## config.mk

```make
export PLATFORM = sky130hd
export DESIGN_NAME = dma_rd_tag_mgr
export DESIGN_NICKNAME = d
export VERILOG_FILES = /design/src/rtl/dma_rd_tag_mgr.sv
export SDC_FILE = /design/constraint.sdc
export NUM_CORES = 1
export LEC_CHECK = 0
export CORE_MARGIN = 3
export CORE_UTILIZATION = 55
export DETAILED_ROUTE_END_ITERATION = 6
export PLACE_DENSITY = 0.77
export SETUP_SLACK_MARGIN = 0.3
export SYNTH_ARGS = -nofsm -noshare
export SYNTH_HDL_FRONTEND = slang
export SYNTH_SLANG_ARGS = --single-unit
```

## constraint.sdc

```tcl
create_clock -name dma_clk -period 4.35 [get_ports dma_clk]
set_clock_uncertainty 0.1 [all_clocks]
set_input_delay 0.87 -clock dma_clk [delete_from_list [all_inputs] [get_ports dma_clk]]
set_output_delay 0.87 -clock dma_clk [all_outputs]
set_load 0.05 [all_outputs]
```

## src/rtl/dma_rd_tag_mgr.sv

```systemverilog
// ============================================================================
// Module   : dma_rd_tag_mgr
// Brief    : DMA read-tag allocator (lowest free tag first) with flush/drain
//            handshake. Optional double-free checker: DMA_TAG_CHK_EN.
// Revision : 1.0 - initial release
// ============================================================================
`default_nettype none

module dma_rd_tag_mgr #(
  parameter int TAG_NUM = 64,
  parameter int TAG_LOG = 6
) (
  input  logic               dma_clk,
  input  logic               rst_n,
  output logic               o_alloc_valid,
  output logic [TAG_LOG-1:0] o_alloc_tag,
  input  logic               i_alloc_ready,
  input  logic               i_rel_valid,
  input  logic [TAG_LOG-1:0] i_rel_tag,
  input  logic               i_flush_req,
  output logic               o_flush_done,
  output logic [TAG_LOG:0]   o_used_cnt,
  output logic               o_err_double_free
);

  typedef enum logic [1:0] {
    ST_RUN   = 2'd0,
    ST_DRAIN = 2'd1,
    ST_DONE  = 2'd2,
    ST_HOLD  = 2'd3
  } state_t;

  state_t               r_state;
  state_t               w_state_nxt;
  logic [TAG_NUM-1:0]   r_free_vec;
  logic [TAG_NUM-1:0]   w_free_nxt;
  logic [TAG_LOG:0]     r_used_cnt;
  logic [TAG_LOG:0]     w_used_nxt;
  logic [TAG_LOG-1:0]   w_lowest;
  logic                 w_alloc_fire;
  logic                 w_rel_dec;

  // Scan from the top so the last hit is the lowest set bit.
  always_comb begin
    w_lowest = '0;
    for (int i = TAG_NUM - 1; i >= 0; i--) begin
      if (r_free_vec[i]) w_lowest = TAG_LOG'(i);
    end
  end

  assign o_alloc_tag   = w_lowest;
  assign o_alloc_valid = (r_state == ST_RUN) && (|r_free_vec);
  assign o_flush_done  = (r_state == ST_DONE);
  assign o_used_cnt    = r_used_cnt;
  assign w_alloc_fire  = o_alloc_valid & i_alloc_ready;

`ifdef DMA_TAG_CHK_EN
  logic w_rel_illegal;
  logic r_err;

  assign w_rel_illegal = i_rel_valid & (r_free_vec[i_rel_tag] | (r_used_cnt == '0));
  assign w_rel_dec     = i_rel_valid & ~w_rel_illegal;

  always_ff @(posedge dma_clk or negedge rst_n) begin
    if (!rst_n)             r_err <= 1'b0;
    else if (w_rel_illegal) r_err <= 1'b1;
  end

  assign o_err_double_free = r_err;
`else
  assign w_rel_dec         = i_rel_valid & (r_used_cnt != '0);
  assign o_err_double_free = 1'b0;
`endif

  // Allocation is applied after release so that a same-tag collision leaves the tag taken.
  always_comb begin
    w_free_nxt = r_free_vec;
    if (i_rel_valid)  w_free_nxt[i_rel_tag] = 1'b1;
    if (w_alloc_fire) w_free_nxt[w_lowest]  = 1'b0;
  end

  always_comb begin
    w_used_nxt = r_used_cnt;
    case ({w_alloc_fire, w_rel_dec})
      2'b10:   w_used_nxt = r_used_cnt + 1'b1;
      2'b01:   w_used_nxt = r_used_cnt - 1'b1;
      default: w_used_nxt = r_used_cnt;
    endcase
  end

  always_comb begin
    w_state_nxt = r_state;
    case (r_state)
      ST_RUN:   if (i_flush_req)        w_state_nxt = ST_DRAIN;
      ST_DRAIN: if (w_used_nxt == '0)   w_state_nxt = ST_DONE;
      ST_DONE:  w_state_nxt = i_flush_req ? ST_HOLD : ST_RUN;
      ST_HOLD:  if (!i_flush_req)       w_state_nxt = ST_RUN;
      default:  w_state_nxt = ST_RUN;
    endcase
  end

  always_ff @(posedge dma_clk or negedge rst_n) begin
    if (!rst_n) begin
      r_state    <= ST_RUN;
      r_free_vec <= '1;
      r_used_cnt <= '0;
    end else begin
      r_state    <= w_state_nxt;
      r_free_vec <= w_free_nxt;
      r_used_cnt <= w_used_nxt;
    end
  end

endmodule

`default_nettype wire

```

==> flow_summary_export.csv, run 1 <==
group,metric,value,unit
run_status,status,"finished, final reports clean",
power,switching_power,0.00165,W
power,pwr-share-clk,13.8,%
clock_network,clk-insertion-delay-late,360,ps
timing,tightestPinTransition,1120,ps
detailed_routing,drt_first_pass_iters,5,
synth,synthesis.area,4690,sq um
synth,synth_top_area_share,35.8,%
synth,netlist_instances,548,
global_routing,grt_max_degree,43,
clock_network,htree_num_levels,3,
detailed_routing,antenna_left,0,
worst_setup_path,required,4490,ps
worst_setup_path,critPathKind,"reg -> reg",
final_layout,finalNetCount,596,
flow_run,maxCapViolations,0,
worst_setup_path,startpoint_type,"flip-flop",
synth,synth_edf_count,0,
timing,rsz0062_at_grt,"true",
global_routing,use_met2,47.8,%
synth,syn_nets,566,
detailed_routing,drt_iter0_drc,518,
timing,min_period_over_period,93.1,%
timing,final-hold-violation-count,0,
worst_setup_path,critPathBufInv,0,
synth,synthArstFlopShare,100,%
clock_network,clock_sinks,73,
detailed_routing,wl_per_cell,22.3,um
power,pwr-share-comb,50.7,%
synth,yosysWarnings,0,
worst_setup_path,arrival,4190,ps
detailed_routing,drcViolationCount,0,
final_layout,antenna_cells,0,
detailed_routing,vias_per_cell,6.97,
die,die_h,98.4,um
die,coreArea,8260,sq um
timing,fmax,0.247,GHz
timing,relSlewSlack,24.4,%
synth,syn_avg_cell_area,8.56,sq um
synth,synth_xor_area_share,0.933,%
worst_setup_path,crit_top_cell,"or4_4",
synth,synthMuxAreaShare,0.240,%
final_layout,syn2layout_area_growth,13.5,%
worst_setup_path,crit_chain,"or4_4 -> and3b_2 -> nand4_1 -> o31a_4 -> nand2_4 -> ha_4 -> fa_1 -> mux2_4 -> or4b_4 -> or4_4 -> nor3_4 -> nor2_1",
worst_setup_path,path_max_fanout,6,
worst_setup_path,cpPeakStageDelay,570,ps
synth,yosys.area_share.simple,22.3,%
global_routing,grt_pass1_wl,24.2,mm
clock_network,path_clk_slew,80,ps
global_routing,grtUsageMet3,7.86,%
synth,ys_ff_latch,73,
die,die_w,98.4,um
power,power_density,646,nW/um^2
synth,synth_compound_area_share,29.6,%
timing,period_needed,4050,ps
synth,ys_seq_area_share,40.6,%
hold_path,hp-class,"reg -> reg",
placed_design,dp.final_hpwl,10.6,mm
die,die_area,9670,sq um
worst_setup_path,endpoint_kind,"flip-flop",
synth,synth_top_family_by_area,"compound AO/OA/AOI/OAI gates",
die,io_pins,27,
timing,hold_ws,446,ps
worst_setup_path,reg2reg_slack,300,ps
clock_network,clock_path_buffers,2,
clock_network,root_buffer,"clkbuf_8",
die,num_rows,33,
timing,setup_violations,0,
power,switching_share,47.9,%
global_routing,grt-ovfl-total,0,
global_routing,grt_pass1_vias,4548,
final_layout,drive_above_1_share,22.9,%
clock_network,cts_tree,"done",
synth,synth_area_leaders,"dfstp_2 36%, a21oi_1 13%, nor2_1 5.0%, dfrtp_1 4.8%, a31oi_1 3.3%",
power,finalPower,0.00344,W
synth,yosys.area.top_type,"dfstp_2",
clock_network,numCtsBuffers,9,
power,leakage,2.02,nW
placed_design,place_congestion,0.963,
power,seqPwrFrac,35.5,%
detailed_routing,vias,4786,
synth,ys_types,73,
timing,finalSetupTns,0,ps
global_routing,grt_busiest_layer,"met2",
power,vdd_drop_max,0.000545,V
worst_setup_path,crit_family,"simple AND/OR/NAND/NOR gates",
worst_setup_path,crit_path_top_delay_cell,"or4_4",
global_routing,grtUsageMet1,43.7,%
detailed_routing,wl,15.3,mm
timing,slew_viol_final,0,
power,p_int,0.00179,W
die,start_util,56.8,%
synth,synthAdderAreaFrac,2.03,%
synth,synthFlopType,"dfstp_2",
global_routing,antenna_found_initial,0,
global_routing,grt_use_total,31.8,%
placed_design,io_buffer_count,25,
cell type report:
class                      instances  area [sq um]
fill                             697          2930
timing repair buffer              39           353
tap                              105           131
clock inverter                     3          17.5
inverter                          24          90.1
multi-input combinational        431          2680
sequential                        73          1910
clock buffer                      12           145
registers in the layout (all words and copies together), names as in the netlist:
register / cells
r_free_vec: 64
o_used_cnt: 7
r_state: 2
placed cells by master, fill, tap and decap left out, types with 3 or more instances in the layout:
cell and count:
a21oi_1 119, dfstp_2 64, nor2_1 61, nor3_1 25, a31oi_1 25, inv_1 23
nand2_1 20, clkdlybuf4s50_1 19, o21ai_0 18, buf_4 14, nor2b_1 12, nor4_1 11
a21oi_2 11, clkbuf_8 10, dfrtp_1 9, nand4_1 7, nand2b_1 7, nor3b_1 6
or4_4 5, or4_1 5, o31ai_1 5, a21o_1 5, nand3_1 5, ha_1 5
o211ai_1 4, a211oi_1 4, or3_1 4, nor4_2 3, o21a_1 3, and2_1 3
xnor2_1 3
synthesized netlist by cell type, drive strengths merged (10+ instances only):
library cell	n
clkbuf	14
inv	24
dfstp	64
or4	10
nand2	21
nor4	15
a31oi	25
nor2	62
nor2b	12
nor3	26
o21ai	19
a21oi	130
repair_timing:
action | CTS | global route
setup endpoints to repair | 5 | 5
hold buffers | 0 | 0
pin swaps | 1 | 4
gates resized for setup | 6 | 10
buffers inserted | 3 | 2
cell families after synthesis:
family	Yosys count
multiplexers	1
AO/OA/AOI/OAI	223
other	1
AND/OR/NAND/NOR	194
adder cells (fa/ha/maj)	7
buffers and inverters	44
XOR/XNOR	5
flip-flops	73
routing by layer:
metal	share of wire, %	vias up
li1	-	2114
met2	45	315
met4	4.8	0
met5	0	-
met1	40	2288
met3	10	69
per-stage QoR:
| stage | instances | utilization (%) | setup slack [ps] | instance area [sq um] |
|---|---|---|---|---|
| after floorplan | 548 | - | 236 | 4750 |
| after CTS | 685 | 63.8 | 338 | 5270 |
| after global placement | 667 | 61.5 | 231 | 5080 |
| after detailed placement | 667 | 61.5 | 161 | 5080 |
| final | 687 | 64.5 | 301 | 5330 |
| after global routing | 687 | 64.5 | 205 | 5330 |
power by group through the flow:
stage | combinational [W] | clock [W] | sequential (W)
final | 0.00175 | 0.000476 | 0.00122
after global placement | 0.00163 | 0 | 0.00120
after floorplan | 0.00111 | 0 | 0.00124
after global routing | 0.00186 | 0.000507 | 0.00125
after detailed placement | 0.00166 | 0 | 0.00121
after CTS | 0.00166 | 0.000480 | 0.00121
final timing paths:
check                                from              to  cells after the start
setup / recovery            r_free_vec[9]      r_state[0]                     12
hold / removal             r_free_vec[59]  r_free_vec[59]                      2
setup reg to reg            r_free_vec[9]      r_state[0]                     12
hold reg to reg            r_free_vec[59]  r_free_vec[59]                      2
max in group asynchronous           rst_n  r_free_vec[62]                      2
min in group asynchronous           rst_n   o_used_cnt[5]                      1
tightest hold or removal path, delay by kind of cell, from the launching register on:
kind,cells,cell delay [ps]
AO/OA/AOI/OAI,2,160
flip-flops,1,390
Note: power is estimated with default switching activity, not from simulation.
==> inputs of run 2 (changes only) <==
Settings changed: ABC_AREA set to 0, HOLD_SLACK_MARGIN set to 0.12.
==> results of run 2 <==
Final layout, timing and power as in run 1 (identical DEF).
